[src/rtl/riscv_issue_scoreboard.sv]
// riscv_issue_scoreboard: issue-stage hazard controller.
// Tracks one busy bit per architectural register for every in-flight
// instruction. It holds decoded instructions on RAW/WAW hazards, unit stalls,
// CSR serialisation and the muldiv outstanding limit.
// Optional feature macro: SCOREBOARD_WB_BYPASS_EN. When this macro is defined,
// writebacks in the current cycle mask the matching busy bits for the hazard
// and DRAIN-exit checks.
module riscv_issue_scoreboard #(
  parameter int MULDIV_DEPTH = 1
) (
  input  logic        clk_i,
  input  logic        rst_i,
  input  logic        issue_valid_i,
  input  logic [1:0]  issue_unit_i,
  input  logic [4:0]  issue_rd_idx_i,
  input  logic [4:0]  issue_ra_idx_i,
  input  logic [4:0]  issue_rb_idx_i,
  input  logic        issue_writes_rd_i,
  input  logic        issue_uses_ra_i,
  input  logic        issue_uses_rb_i,
  input  logic        exec_stall_i,
  input  logic        lsu_stall_i,
  input  logic        csr_stall_i,
  input  logic        writeback_exec_valid_i,
  input  logic [4:0]  writeback_exec_idx_i,
  input  logic        writeback_mem_valid_i,
  input  logic [4:0]  writeback_mem_idx_i,
  input  logic        writeback_csr_valid_i,
  input  logic [4:0]  writeback_csr_idx_i,
  input  logic        writeback_muldiv_valid_i,
  input  logic [4:0]  writeback_muldiv_idx_i,
  output logic        issue_accept_o,
  output logic [31:0] busy_o,
  output logic [1:0]  muldiv_pending_o,
  output logic        csr_serialising_o,
  output logic        spurious_wb_o
);

  localparam logic [1:0] LP_MD_MAX = 2'(MULDIV_DEPTH);

  typedef enum logic [1:0] {
    ST_IDLE  = 2'b00,
    ST_DRAIN = 2'b01,
    ST_WAIT  = 2'b10,
    ST_RSVD  = 2'b11
  } state_t;

  state_t      r_state;
  logic [31:0] r_busy;
  logic [1:0]  r_md_pend;
  logic        r_spurious;
  logic        r_csr_nowb;

  logic [31:0] w_wb_mask;
  logic [31:0] w_set_mask;
  logic [31:0] w_busy_chk;
  logic        w_hazard;
  logic        w_unit_stall;
  logic        w_is_csr;
  logic        w_is_md;
  logic        w_md_full;
  logic        w_clean_reg;
  logic        w_clean_chk;
  logic        w_fsm_ok;
  logic        w_accept;
  logic        w_md_inc;
  logic        w_md_dec;

  // Collect registers written back this cycle (x0 writes are ignored)
  always_comb begin
    w_wb_mask = '0;
    if (writeback_exec_valid_i   && (writeback_exec_idx_i   != 5'd0)) w_wb_mask[writeback_exec_idx_i]   = 1'b1;
    if (writeback_mem_valid_i    && (writeback_mem_idx_i    != 5'd0)) w_wb_mask[writeback_mem_idx_i]    = 1'b1;
    if (writeback_csr_valid_i    && (writeback_csr_idx_i    != 5'd0)) w_wb_mask[writeback_csr_idx_i]    = 1'b1;
    if (writeback_muldiv_valid_i && (writeback_muldiv_idx_i != 5'd0)) w_wb_mask[writeback_muldiv_idx_i] = 1'b1;
  end

`ifdef SCOREBOARD_WB_BYPASS_EN
  // A register completing this cycle no longer blocks a dependent issue
  assign w_busy_chk = r_busy & ~w_wb_mask;
`else
  assign w_busy_chk = r_busy;
`endif

  assign w_hazard = (issue_uses_ra_i   && (issue_ra_idx_i != 5'd0) && w_busy_chk[issue_ra_idx_i]) ||
                    (issue_uses_rb_i   && (issue_rb_idx_i != 5'd0) && w_busy_chk[issue_rb_idx_i]) ||
                    (issue_writes_rd_i && (issue_rd_idx_i != 5'd0) && w_busy_chk[issue_rd_idx_i]);

  // Map the target unit onto its downstream stall
  always_comb begin
    w_unit_stall = 1'b0;
    case (issue_unit_i)
      2'd0:    w_unit_stall = exec_stall_i;
      2'd1:    w_unit_stall = lsu_stall_i;
      2'd2:    w_unit_stall = csr_stall_i;
      default: w_unit_stall = exec_stall_i;
    endcase
  end

  assign w_is_csr    = (issue_unit_i == 2'd2);
  assign w_is_md     = (issue_unit_i == 2'd3);
  assign w_md_full   = (r_md_pend >= LP_MD_MAX);
  assign w_clean_reg = (r_busy == '0) && (r_md_pend == 2'd0);
  assign w_clean_chk = (w_busy_chk == '0) && (r_md_pend == 2'd0);

  // CSR serialisation gate: CSRs need a clean scoreboard, DRAIN/WAIT hold everything else
  always_comb begin
    w_fsm_ok = 1'b0;
    case (r_state)
      ST_IDLE:  w_fsm_ok = !w_is_csr || w_clean_reg;
      ST_DRAIN: w_fsm_ok = w_is_csr && w_clean_chk;
      default:  w_fsm_ok = 1'b0;
    endcase
  end

  // rst_i gates the accept so nothing issues while reset is held
  assign w_accept = rst_i && issue_valid_i && !w_hazard && !w_unit_stall && w_fsm_ok &&
                    (!w_is_md || !w_md_full);

  assign w_set_mask = (w_accept && issue_writes_rd_i && (issue_rd_idx_i != 5'd0))
                      ? (32'd1 << issue_rd_idx_i) : 32'd0;

  assign w_md_inc = w_accept && w_is_md;
  assign w_md_dec = writeback_muldiv_valid_i;

  // Busy vector: writebacks clear, accepts set, set wins on the same register
  always_ff @(posedge clk_i or negedge rst_i) begin
    if (!rst_i) begin
      r_busy <= '0;
    end else begin
      r_busy <= ((r_busy & ~w_wb_mask) | w_set_mask) & 32'hFFFF_FFFE;
    end
  end

  // Sticky flag for a writeback to a register that was not in flight
  always_ff @(posedge clk_i or negedge rst_i) begin
    if (!rst_i) begin
      r_spurious <= 1'b0;
    end else if ((w_wb_mask & ~r_busy) != '0) begin
      r_spurious <= 1'b1;
    end
  end

  // Outstanding muldiv count, saturating at 0 and MULDIV_DEPTH
  always_ff @(posedge clk_i or negedge rst_i) begin
    if (!rst_i) begin
      r_md_pend <= 2'd0;
    end else begin
      case ({w_md_inc, w_md_dec})
        2'b10: if (r_md_pend < LP_MD_MAX) r_md_pend <= r_md_pend + 2'd1;
        2'b01: if (r_md_pend != 2'd0)     r_md_pend <= r_md_pend - 2'd1;
        default: r_md_pend <= r_md_pend;
      endcase
    end
  end

  // CSR serialisation FSM: drain in-flight work, issue the CSR, wait for its writeback
  always_ff @(posedge clk_i or negedge rst_i) begin
    if (!rst_i) begin
      r_state    <= ST_IDLE;
      r_csr_nowb <= 1'b0;
    end else begin
      case (r_state)
        ST_IDLE: begin
          if (issue_valid_i && w_is_csr) begin
            if (!w_clean_reg) begin
              r_state <= ST_DRAIN;
            end else if (w_accept) begin
              r_state    <= ST_WAIT;
              r_csr_nowb <= !(issue_writes_rd_i && (issue_rd_idx_i != 5'd0));
            end
          end
        end
        ST_DRAIN: begin
          if (!issue_valid_i) begin
            r_state <= ST_IDLE;
          end else if (w_accept) begin
            r_state    <= ST_WAIT;
            r_csr_nowb <= !(issue_writes_rd_i && (issue_rd_idx_i != 5'd0));
          end
        end
        ST_WAIT: begin
          // A CSR without a register result has nothing to wait for
          if (r_csr_nowb || writeback_csr_valid_i) begin
            r_state <= ST_IDLE;
          end
        end
        default: r_state <= ST_IDLE;
      endcase
    end
  end

  assign issue_accept_o    = w_accept;
  assign busy_o            = r_busy;
  assign muldiv_pending_o  = r_md_pend;
  assign csr_serialising_o = (r_state != ST_IDLE);
  assign spurious_wb_o     = r_spurious;

endmodule

[config.mk]
export PLATFORM = sky130hd
export DESIGN_NAME = riscv_issue_scoreboard
export DESIGN_NICKNAME = d
export VERILOG_FILES = /design/src/rtl/riscv_issue_scoreboard.sv
export SDC_FILE = /design/constraint.sdc
export NUM_CORES = 1
export LEC_CHECK = 0
export BUFFER_PORTS_ARGS = -buffer_cell sky130_fd_sc_hd__clkbuf_2
export CAP_MARGIN = 30
export CORE_ASPECT_RATIO = 0.5
export CORE_MARGIN = 1.5
export CORE_UTILIZATION = 35
export DETAILED_ROUTE_END_ITERATION = 6
export SLEW_MARGIN = 20
export SYNTH_ARGS = -nofsm -noshare
export SYNTH_HDL_FRONTEND = slang
export SYNTH_SLANG_ARGS = --single-unit
[constraint.sdc]
create_clock -name clk_i -period 7 [get_ports clk_i]
set_input_delay 0.35 -clock clk_i [delete_from_list [all_inputs] [get_ports clk_i]]
set_output_delay 0.35 -clock clk_i [all_outputs]
set_load 0.05 [all_outputs]
**Yosys cells after proc, flatten, opt, wreduce, memory -nomap -nowiden**

Index checks and enable logic that the tools add are counted.

- Register bits after elaboration: 37
- Bits in latches: 0
- RAM bits: 0
- ROM bits: 0
- Input port bits: 50
- Output and inout bits: 37
- Word-level logic and storage cells: 131
- Memories: 0

- $add $sub $neg: 2
- Multiply operators: 0
- Div/mod/pow operators: 0
- Order comparisons: 13
- Equal/unequal tests: 13
- Shift-type cells: 1
- Multiplexer cells: 35
- Bitwise gates (word level): 8
- Reductions and logical operators: 54

Operators with widths:

| kind | number |
|---|---|
| $mux W32 | 5 |
| $or A32 B32 Y32 | 4 |
| $and A32 B32 Y32 | 2 |
| $not A32 Y32 | 2 |
| $lt A5 B6 Y1 const B | 7 |
| $reduce_bool A5 Y1 | 7 |
| $logic_not A32 Y1 | 1 |
| $reduce_bool A32 Y1 | 1 |
| $shl A1 B5 Y32 const A | 1 |
| $logic_and A1 B1 Y1 | 25 |
| $demux W1 S5 | 4 |
| $ge A5 B1 Y1 const B | 4 |
| $bmux W1 S5 | 3 |
| $mux W2 | 7 |
| $ne A2 B2 Y1 const B | 6 |
| $mux W1 | 11 |
| $eq A2 B2 Y1 const B | 4 |
| $reduce_bool A2 Y1 | 4 |
| $eq A2 B1 Y1 const B | 3 |
| $logic_not A1 Y1 | 6 |
| $pmux W1 S2 | 3 |
| $pmux W2 S3 | 1 |
| $logic_or A1 B1 Y1 | 5 |
| $logic_not A2 Y1 | 2 |
| other kinds (8) | 8 |

**Logic depth before layout (Yosys ltp)**

Gate-level depths: netlist of run 1.

- Word-level depth: 14
- Mapped depth: 10

**Least setup slack after synthesis of run 1**

Ideal clock, no wire load.

- Path type: flip-flop to flip-flop
- Start point: register r_busy[8], in the netlist busy_o[8]
- End point: register r_csr_nowb
- Arrival: 2.650 ns
- Required time: 6.875 ns
- Setup slack: 4.225 ns
- Cell stages (with the launch flop): 9
- Period minus slack after synthesis: 2.775 ns
- Cell sequence: dfrtp_1 or4_1 nor2_1 a41oi_1 a2111oi_2 and3_1 buf_6 o2111ai_2 mux2_4

- Longest elaborated chain between the ends: 14
- Elaborated cells on any way between the ends: 28
- Classes of those cells: 1 x eq/ne; 12 x mux; 15 x reduce/logical

RTL lines:

| what | line | source |
|---|---|---|
| start: declaration | 49 | `logic [31:0] r_busy;` |
| start signal: assignment | 131 | `r_busy <= ((r_busy & ~w_wb_mask) \| w_set_mask) & 32'hFFFF_FFFE;` |
| $bmux W1 S5 (on tied branches) | 85, 86 |  |
| $mux W1 (on tied branches) | 85, 86 |  |
| $logic_and A1 B1 Y1 (on tied branches) | 85, 86 |  |
| $logic_or A1 B1 Y1 | 85 | `assign w_hazard = (issue_uses_ra_i && (issue_ra_idx_i != 5'd0) && w_busy_chk[issue_ra_idx_i]) \|\|` |
| $logic_or A1 B1 Y1 | 86 | `(issue_uses_rb_i && (issue_rb_idx_i != 5'd0) && w_busy_chk[issue_rb_idx_i]) \|\|` |
| $logic_not A1 Y1 | 117 | `assign w_accept = rst_i && issue_valid_i && !w_hazard && !w_unit_stall && w_fsm_ok &&` |
| $logic_and A1 B1 Y1 (2 in series) | 117 |  |
| $logic_and A1 B1 Y1 * (2 in series) | 117 |  |
| named net issue_accept_o | 32 | `output logic issue_accept_o,` |
| $mux W1 * | - |  |
| $mux W1 (2 in series) | - |  |
| $pmux W1 S2 * | - |  |
| end signal: assignment | 170 | `r_csr_nowb <= !(issue_writes_rd_i && (issue_rd_idx_i != 5'd0));` |
| end signal: assignment | 179 | `r_csr_nowb <= !(issue_writes_rd_i && (issue_rd_idx_i != 5'd0));` |
| end: declaration | 52 | `logic r_csr_nowb;` |

The timed path passes the listed nets; every way through them passes the cells marked *. The select of a mux whose other input is x is not followed.
A chain may end at the register's enable or synchronous reset.

**Final worst setup path of run 1**

- Start point: register r_busy[8], in the netlist busy_o[8]
- End point: output port issue_accept_o

- Longest elaborated chain between the ends: 10
- Elaborated cells on any way between the ends: 21
- Classes of those cells: 7 x mux; 14 x reduce/logical

RTL lines:

| what | line |
|---|---|
| $bmux W1 S5 (on tied branches) | 85, 86 |
| $mux W1 (on tied branches) | 85, 86 |
| $logic_and A1 B1 Y1 (on tied branches) | 85, 86 |
| $logic_or A1 B1 Y1 | 85 |
| $logic_or A1 B1 Y1 | 86 |
| $logic_not A1 Y1 | 117 |
| $logic_and A1 B1 Y1 (2 in series) | 117 |
| $logic_and A1 B1 Y1 * (2 in series) | 117 |
| end: declaration | 32 |

Mark *: on every way between the ends. The rest lies on a longest branch, timed or not. The select of a mux whose other input is x is not followed.

==> impl_metrics.env, run 1 <==
export IMPL_viasPerCell=6.49
export IMPL_start_util_pct=35.9
export IMPL_layout_drive_gt1_share_pct=27.6
export IMPL_synth_area_um2=3660
export IMPL_criticalPathCategory="reg -> out"
export IMPL_first_pass_iters=7
export IMPL_rsz0062_at_grt="no"
export IMPL_place_ws_ps=3950
export IMPL_yosys_warnings=0
export IMPL_diodes=0
export IMPL_fin_crit_sh_pct=45.9
export IMPL_grt_pass1_wl_um=21200
export IMPL_die_area_um2=11100
export IMPL_area_growth_pct=19.6
export IMPL_ios=87
export IMPL_leakagePower_uw=0.00179
export IMPL_avgRoutedWirePerCell_um=22.0
export IMPL_max_cap_viol_count=0
export IMPL_fin_area_um2=4380
export IMPL_avgSynthCellArea_um2=8.76
export IMPL_ys_seq_area_share_pct=25.3
export IMPL_drt_drc_violations_left=0
export IMPL_syn_instance_count=418
export IMPL_clockBufferDepth=2
export IMPL_synth_ff_type="dfrtp_1"
export IMPL_clk_pin_slew_ps=60
export IMPL_die_h_um=75.3
export IMPL_cp_cell_sequence="or4_1 -> nor2_1 -> a41oi_1 -> a2111oi_2 -> and3_1 -> clkbuf_2"
export IMPL_synth_most_common_cell="nand2_1"
export IMPL_slowest_delay_ps=540
export IMPL_relSlewSlack_pct=43.0
export IMPL_status="finished, final reports clean"
export IMPL_grt_max_degree=39
export IMPL_fin_crit_ps=3210
export IMPL_core_um2=10200
export IMPL_cp_max_fo=7
export IMPL_drv_slew=0
export IMPL_hold_violations=0
export IMPL_arrival_ps=2860
export IMPL_grt_overflow_total=0
export IMPL_crit_slowest_cell="or4_1"
export IMPL_first_global_vias=3833
export IMPL_place_hpwl_um=10700
export IMPL_synth_commonest_cells="nand2_1 (50), o22ai_1 (44), dfrtp_1 (37)"
export IMPL_place_gp_congestion=0.988
export IMPL_synth_area_leaders="dfrtp_1 (25%), mux4_2 (14%), o22ai_1 (7.5%)"
export IMPL_routed_wl_um=14000
export IMPL_powerDensity_nw_per_um2=174
export IMPL_yosysUniqueCellTypes=55
export IMPL_yosys_area_top_type="dfrtp_1"
export IMPL_cts_root_buf="clkbuf_16"
export IMPL_num_rows=26
export IMPL_synth_top_area_share_pct=25.3
export IMPL_synth_edff_count=0
export IMPL_vias=4131
export IMPL_antenna_found_initial=0
export IMPL_cp_end_kind="output port"
export IMPL_antenna_left=0
export IMPL_drt_initial_drc_count=561
export IMPL_htreeDepth=2
export IMPL_async_reset_ff_share_pct=100
export IMPL_clk_latency_ps=280
export IMPL_fmax_ghz=0.311
export IMPL_cts_made_buffers=5
export IMPL_grt_use_total_pct=24.9
export IMPL_critical_path_required_ps=6650
export IMPL_worst_slack_ps=3790
export IMPL_place_area_um2=4170
export IMPL_finClkSkew_ps=6.85
export IMPL_ys_ff_latch=37
export IMPL_hold_path_class="in -> reg"
export IMPL_syn_nets=473
export IMPL_tightest_slew_ps=853
export IMPL_cp_start_kind="flip-flop"
export IMPL_setup_viol=0
export IMPL_fin_tns_setup_ps=0
export IMPL_post_cts_buffers=0
export IMPL_cts_sinks=37
export IMPL_io_buffers=85
export IMPL_fp_dieW_um=148
export IMPL_peakVddDrop_uv=96.2
export IMPL_cts_tree="built"
export IMPL_nets=551
==> registers in the layout, summed over array words and instances (netlist names) <==
| register | flops |
|---|---|
| busy_o | 31 |
| muldiv_pending_o | 2 |
| r_state | 2 |
| r_csr_nowb | 1 |
| spurious_wb_o | 1 |
==> where the power goes <==
part | total [µW] | switching [µW] | internal [µW]
combinational | 245 | 159 | 86.8
sequential | 250 | 21.6 | 229
clock | 266 | 88.7 | 178
total | 762 | 269 | 493
==> metrics by stage <==
step / total power (µW) / util, % / hold WS (ps) / std cells
5_1_grt: 799 / 43.0 / 382 / 637
6_report: 762 / 43.0 / 356 / 637
3_5_place_dp: 495 / 41.0 / 459 / 627
3_3_place_gp: 494 / 41.0 / 445 / 627
2_1_floorplan: 419 / - / 54.4 / 418
4_1_cts: 760 / 42.7 / 244 / 635
==> final timing paths <==
path / end / slack, ps / depth (start not counted) / startpoint
worst max-delay path: issue_accept_o / 3790 / 6 / busy_o[8]$_DFF_PN0_
max in group asynchronous: busy_o[18]$_DFF_PN0_ / 6080 / 3 / rst_i
worst min-delay path: r_state[0]$_DFFE_PN0P_ / 360 / 3 / issue_valid_i
worst min register to register: r_state[1]$_DFFE_PN0P_ / 470 / 1 / r_csr_nowb$_DFFE_PN0P_
worst max register to register: busy_o[14]$_DFF_PN0_ / 4130 / 7 / busy_o[8]$_DFF_PN0_
min in group asynchronous: muldiv_pending_o[0]$_DFFE_PN0P_ / 470 / 2 / rst_i
==> cell type report <==
| class | instances | area [µm²] |
|---|---|---|
| clock inverters | 2 | 37.5 |
| fillers | 1020 | 5810 |
| flip-flops and latches | 37 | 926 |
| clock buffers | 6 | 139 |
| repair buffers | 87 | 455 |
| multi-input cells | 357 | 2610 |
| well taps | 140 | 175 |
| inverters | 8 | 30.0 |
==> kinds of logic after synthesis <==
| family | synth area share (%) |
|---|---|
| AOI/OAI and AO/OA | 23.6 |
| buffers and inverters | 3.28 |
| muxes | 17.5 |
| xor gates and xnor gates | 0.239 |
| DFF | 25.3 |
| adders and majority gates | 1.71 |
| other | 0.102 |
| and+or+nand+nor | 28.3 |
==> placed cells by master, fill, tap and decap left out, drive strengths merged, types with 3 or more instances in the layout <==
cell type,n
a211oi,12
a21oi,3
a221oi,19
and3,5
and3b,5
clkbuf,91
dfrtp,37
ha,5
inv,8
mux2,6
mux2i,7
mux4,22
nand2,50
nand2b,12
nand3,11
nand3b,10
nand4,7
nand4b,4
nor2,32
nor2b,10
nor3,5
nor3b,6
nor4,5
o21ai,33
o22ai,44
o41ai,3
or2,5
or3,3
or3b,6
or4,7
==> what timing repair did <==
action	4_1_cts	5_1_grt
hold endpoints to repair	0	6
gates resized for setup	0	0
hold buffers	0	1
==> worst max-delay path: cells and delay by family, from the launching register on <==
kind	cells	cell delay, ps
simple gates	3	1150
compound gates	2	600
flops	1	470
buf+inv	1	350
==> per-layer routing <==
layer	up-vias	share of wire, %	track usage [%]
li1	1837	-	-
met1	2012	43	35.6
met2	247	45	40.1
met3	35	9.1	2.99
met4	0	2.3	7.89
met5	-	0	0
No activity file was read; power rests on OpenSTA's default activity.
==> run 2: changes to the inputs <==
Settings changed: ABC_AREA set to 1.
Clock period 7 ns to 2.8 ns, I/O delays scaled along.
==> impl_metrics.env, run 2 <==
export IMPL_fin_crit_sh_pct=83.9
export IMPL_avgSynthCellArea_um2=5.82
export IMPL_cp_end_kind="output port"
export IMPL_status="complete, but fails checks"
export IMPL_synth_area_leaders="dfrtp_1 (21%), nand2_1 (18%), nand3_1 (12%)"
export IMPL_first_pass_iters=6
export IMPL_antenna_found_initial=0
export IMPL_r2r_end="busy_o[28]$_DFF_PN0_"
export IMPL_ys_seq_area_share_pct=21.5
export IMPL_synth_commonest_cells="nand2_1 (211), nand3_1 (106), inv_1 (104)"
export IMPL_core_um2=11900
export IMPL_cp_start_kind="flip-flop"
export IMPL_layout_drive_gt1_share_pct=15.0
export IMPL_num_rows=28
export IMPL_drt_initial_drc_count=965
export IMPL_hold_path_class="in -> async"
export IMPL_clk_pin_slew_ps=60
export IMPL_yosys_area_top_type="dfrtp_1"
export IMPL_area_growth_pct=16.3
export IMPL_async_reset_ff_share_pct=100
export IMPL_drt_drc_violations_left=0
export IMPL_power_frac_seq_pct=28.5
export IMPL_final_cell_mix="nand2_1 (211), nand3_1 (106), inv_1 (104)"
export IMPL_ios=87
export IMPL_clk_latency_ps=290
export IMPL_max_cap_viol_count=0
export IMPL_criticalPathCategory="reg -> out"
export IMPL_grt_max_degree=38
export IMPL_failed_checks="negative hold slack"
export IMPL_r2r_setup_slack_ps=540
export IMPL_relSlewSlack_pct=46.3
export IMPL_setup_viol=0
export IMPL_hold_violations=6
export IMPL_first_global_vias=5082
export IMPL_drv_slew=0
export IMPL_post_cts_buffers=0
export IMPL_ys_ff_latch=37
export IMPL_synth_top_area_share_pct=21.5
export IMPL_power_share_switching_pct=47.2
export IMPL_viasPerCell=5.77
export IMPL_die_h_um=81.5
export IMPL_place_gp_congestion=1.03
export IMPL_pwr_share_comb_pct=45.8
export IMPL_tightest_slew_ps=800
export IMPL_powerDensity_nw_per_um2=465
export IMPL_reg2reg_from="busy_o[3]$_DFF_PN0_"
export IMPL_nets=878
export IMPL_layout_commonest_cell="nand2_1"
export IMPL_leakagePower_uw=0.00255
export IMPL_p_int_uw=1230
export IMPL_largest_reg_flops=31
export IMPL_holdWs_ps=-5.18
export IMPL_syn_nets=795
export IMPL_rsz0062_at_grt="no"
export IMPL_diodes=0
export IMPL_cts_root_buf="clkbuf_16"
export IMPL_cts_tree="built"
export IMPL_cts_sinks=37
export IMPL_routed_wl_um=19300
export IMPL_io_buffers=85
export IMPL_place_area_um2=4860
export IMPL_antenna_left=0
export IMPL_synth_edff_count=0
export IMPL_r2r_cells=13
export IMPL_cts_hold_buf=0
export IMPL_clockBufferDepth=2
export IMPL_avgRoutedWirePerCell_um=19.6
export IMPL_fp_dieW_um=160
export IMPL_p_sw_uw=1100
export IMPL_start_util_pct=36.2
export IMPL_filler_cell_count=1317
export IMPL_peakVddDrop_uv=216
export IMPL_cts_resized=0
export IMPL_grt_pass1_wl_um=29300
export IMPL_arrival_ps=2210
export IMPL_clkPwrFrac_pct=25.7
export IMPL_fin_area_um2=5010
export IMPL_die_area_um2=13000
export IMPL_finClkSkew_ps=7.22
export IMPL_fin_tns_setup_ps=0
export IMPL_vias=5708
export IMPL_synth_ff_type="dfrtp_1"
export IMPL_yosys_warnings=0
export IMPL_htreeDepth=2
export IMPL_synth_most_common_cell="nand2_1"
export IMPL_critical_path_required_ps=2660
export IMPL_syn_instance_count=740
export IMPL_yosysUniqueCellTypes=38
export IMPL_place_hpwl_um=15400
export IMPL_fin_crit_ps=2350
export IMPL_grt_overflow_total=0
export IMPL_cp_max_fo=5
export IMPL_grt_use_total_pct=29.9
export IMPL_synth_area_um2=4310
export IMPL_fmax_ghz=0.426
export IMPL_cts_made_buffers=5
-- run 2: changes by cell type in the layout (fill, tap and decap cells not counted), sizes merged, moves of 19 or more --
cell    delta
nand2    +164
o22ai     -38
nor2      +29
nand3     +96
mux4      -22
a221oi    -19
inv      +106
nor3      +39
-- run 2: worst max-delay path by stage --
stage / from / endpoint / slack [ps]
6_report: busy_o[3]$_DFF_PN0_ / issue_accept_o / 450
5_1_grt: busy_o[3]$_DFF_PN0_ / issue_accept_o / 330
4_1_cts: muldiv_pending_o[0]$_DFFE_PN0P_ / issue_accept_o / 490
3_5_place_dp: issue_ra_idx_i[0] / busy_o[10]$_DFF_PN0_ / 540
3_3_place_gp: issue_ra_idx_i[0] / busy_o[15]$_DFF_PN0_ / 500
2_1_floorplan: muldiv_pending_o[0]$_DFFE_PN0P_ / busy_o[9]$_DFF_PN0_ / 510
-- run 2: stage by stage --
| stage | utilization, % | std cells | setup slack (ps) | hold slack, ps | total power (µW) |
|---|---|---|---|---|---|
| after floorplan | - | 740 | 506 | -156 | 1380 |
| after global placement | 40.8 | 981 | 502 | 317 | 1710 |
| after detailed placement | 40.8 | 981 | 535 | 320 | 1710 |
| after CTS | 42.1 | 989 | 485 | 12.3 | 2310 |
| after global routing | 42.1 | 989 | 332 | 29.7 | 2470 |
| final | 42.1 | 989 | 450 | -5.18 | 2330 |
-- run 2: kinds of logic after synthesis --
kind of cell	count (synthesis)	share of synthesized area, %
flip-flops	37	21.5
AO/OA/AOI/OAI	121	18.0
other	1	0.0870
buffers and inverters	137	14.2
AND/OR/NAND/NOR	439	44.8
adder cells (fa/ha/maj)	5	1.45
-- run 2: power groups by stage --
| stage | registers, µW | logic, µW | clock network (µW) |
|---|---|---|---|
| 2_1_floorplan | 849 | 536 | 0 |
| 3_3_place_gp | 670 | 1040 | 0 |
| 3_5_place_dp | 671 | 1040 | 0 |
| 4_1_cts | 661 | 1040 | 601 |
| 5_1_grt | 672 | 1160 | 634 |
| 6_report | 664 | 1070 | 598 |
-- run 2: routing by layer --
metal,vias to the layer above,share of wire (%),GRT usage (%)
li1,2648,-,-
met4,0,2.3,8.22
met1,2622,44,43.0
met2,398,39,43.7
met3,40,14,7.98
met5,-,0,0
-- run 2: worst max-delay path, cell delays in order (launching register included) --
cell	delay, ps
dfrtp_1	430
inv_1	200
nand4_1	110
nor2_1	140
nand2_1	160
nor2_1	120
nor2_1	50
nor2_1	160
nand2_4	90
nor2_8	150
clkbuf_2	300
-- run 2: layout make-up --
cell class	count	area, µm²	share of cell area (%)
Sequential cell	37	926	18.5
Clock inverter	2	13.8	0.275
Inverter	116	438	8.74
Clock buffer	6	139	2.77
Tap cell	165	206	4.12
Timing Repair Buffer	97	515	10.3
Multi-Input combinational cell	566	2770	55.3
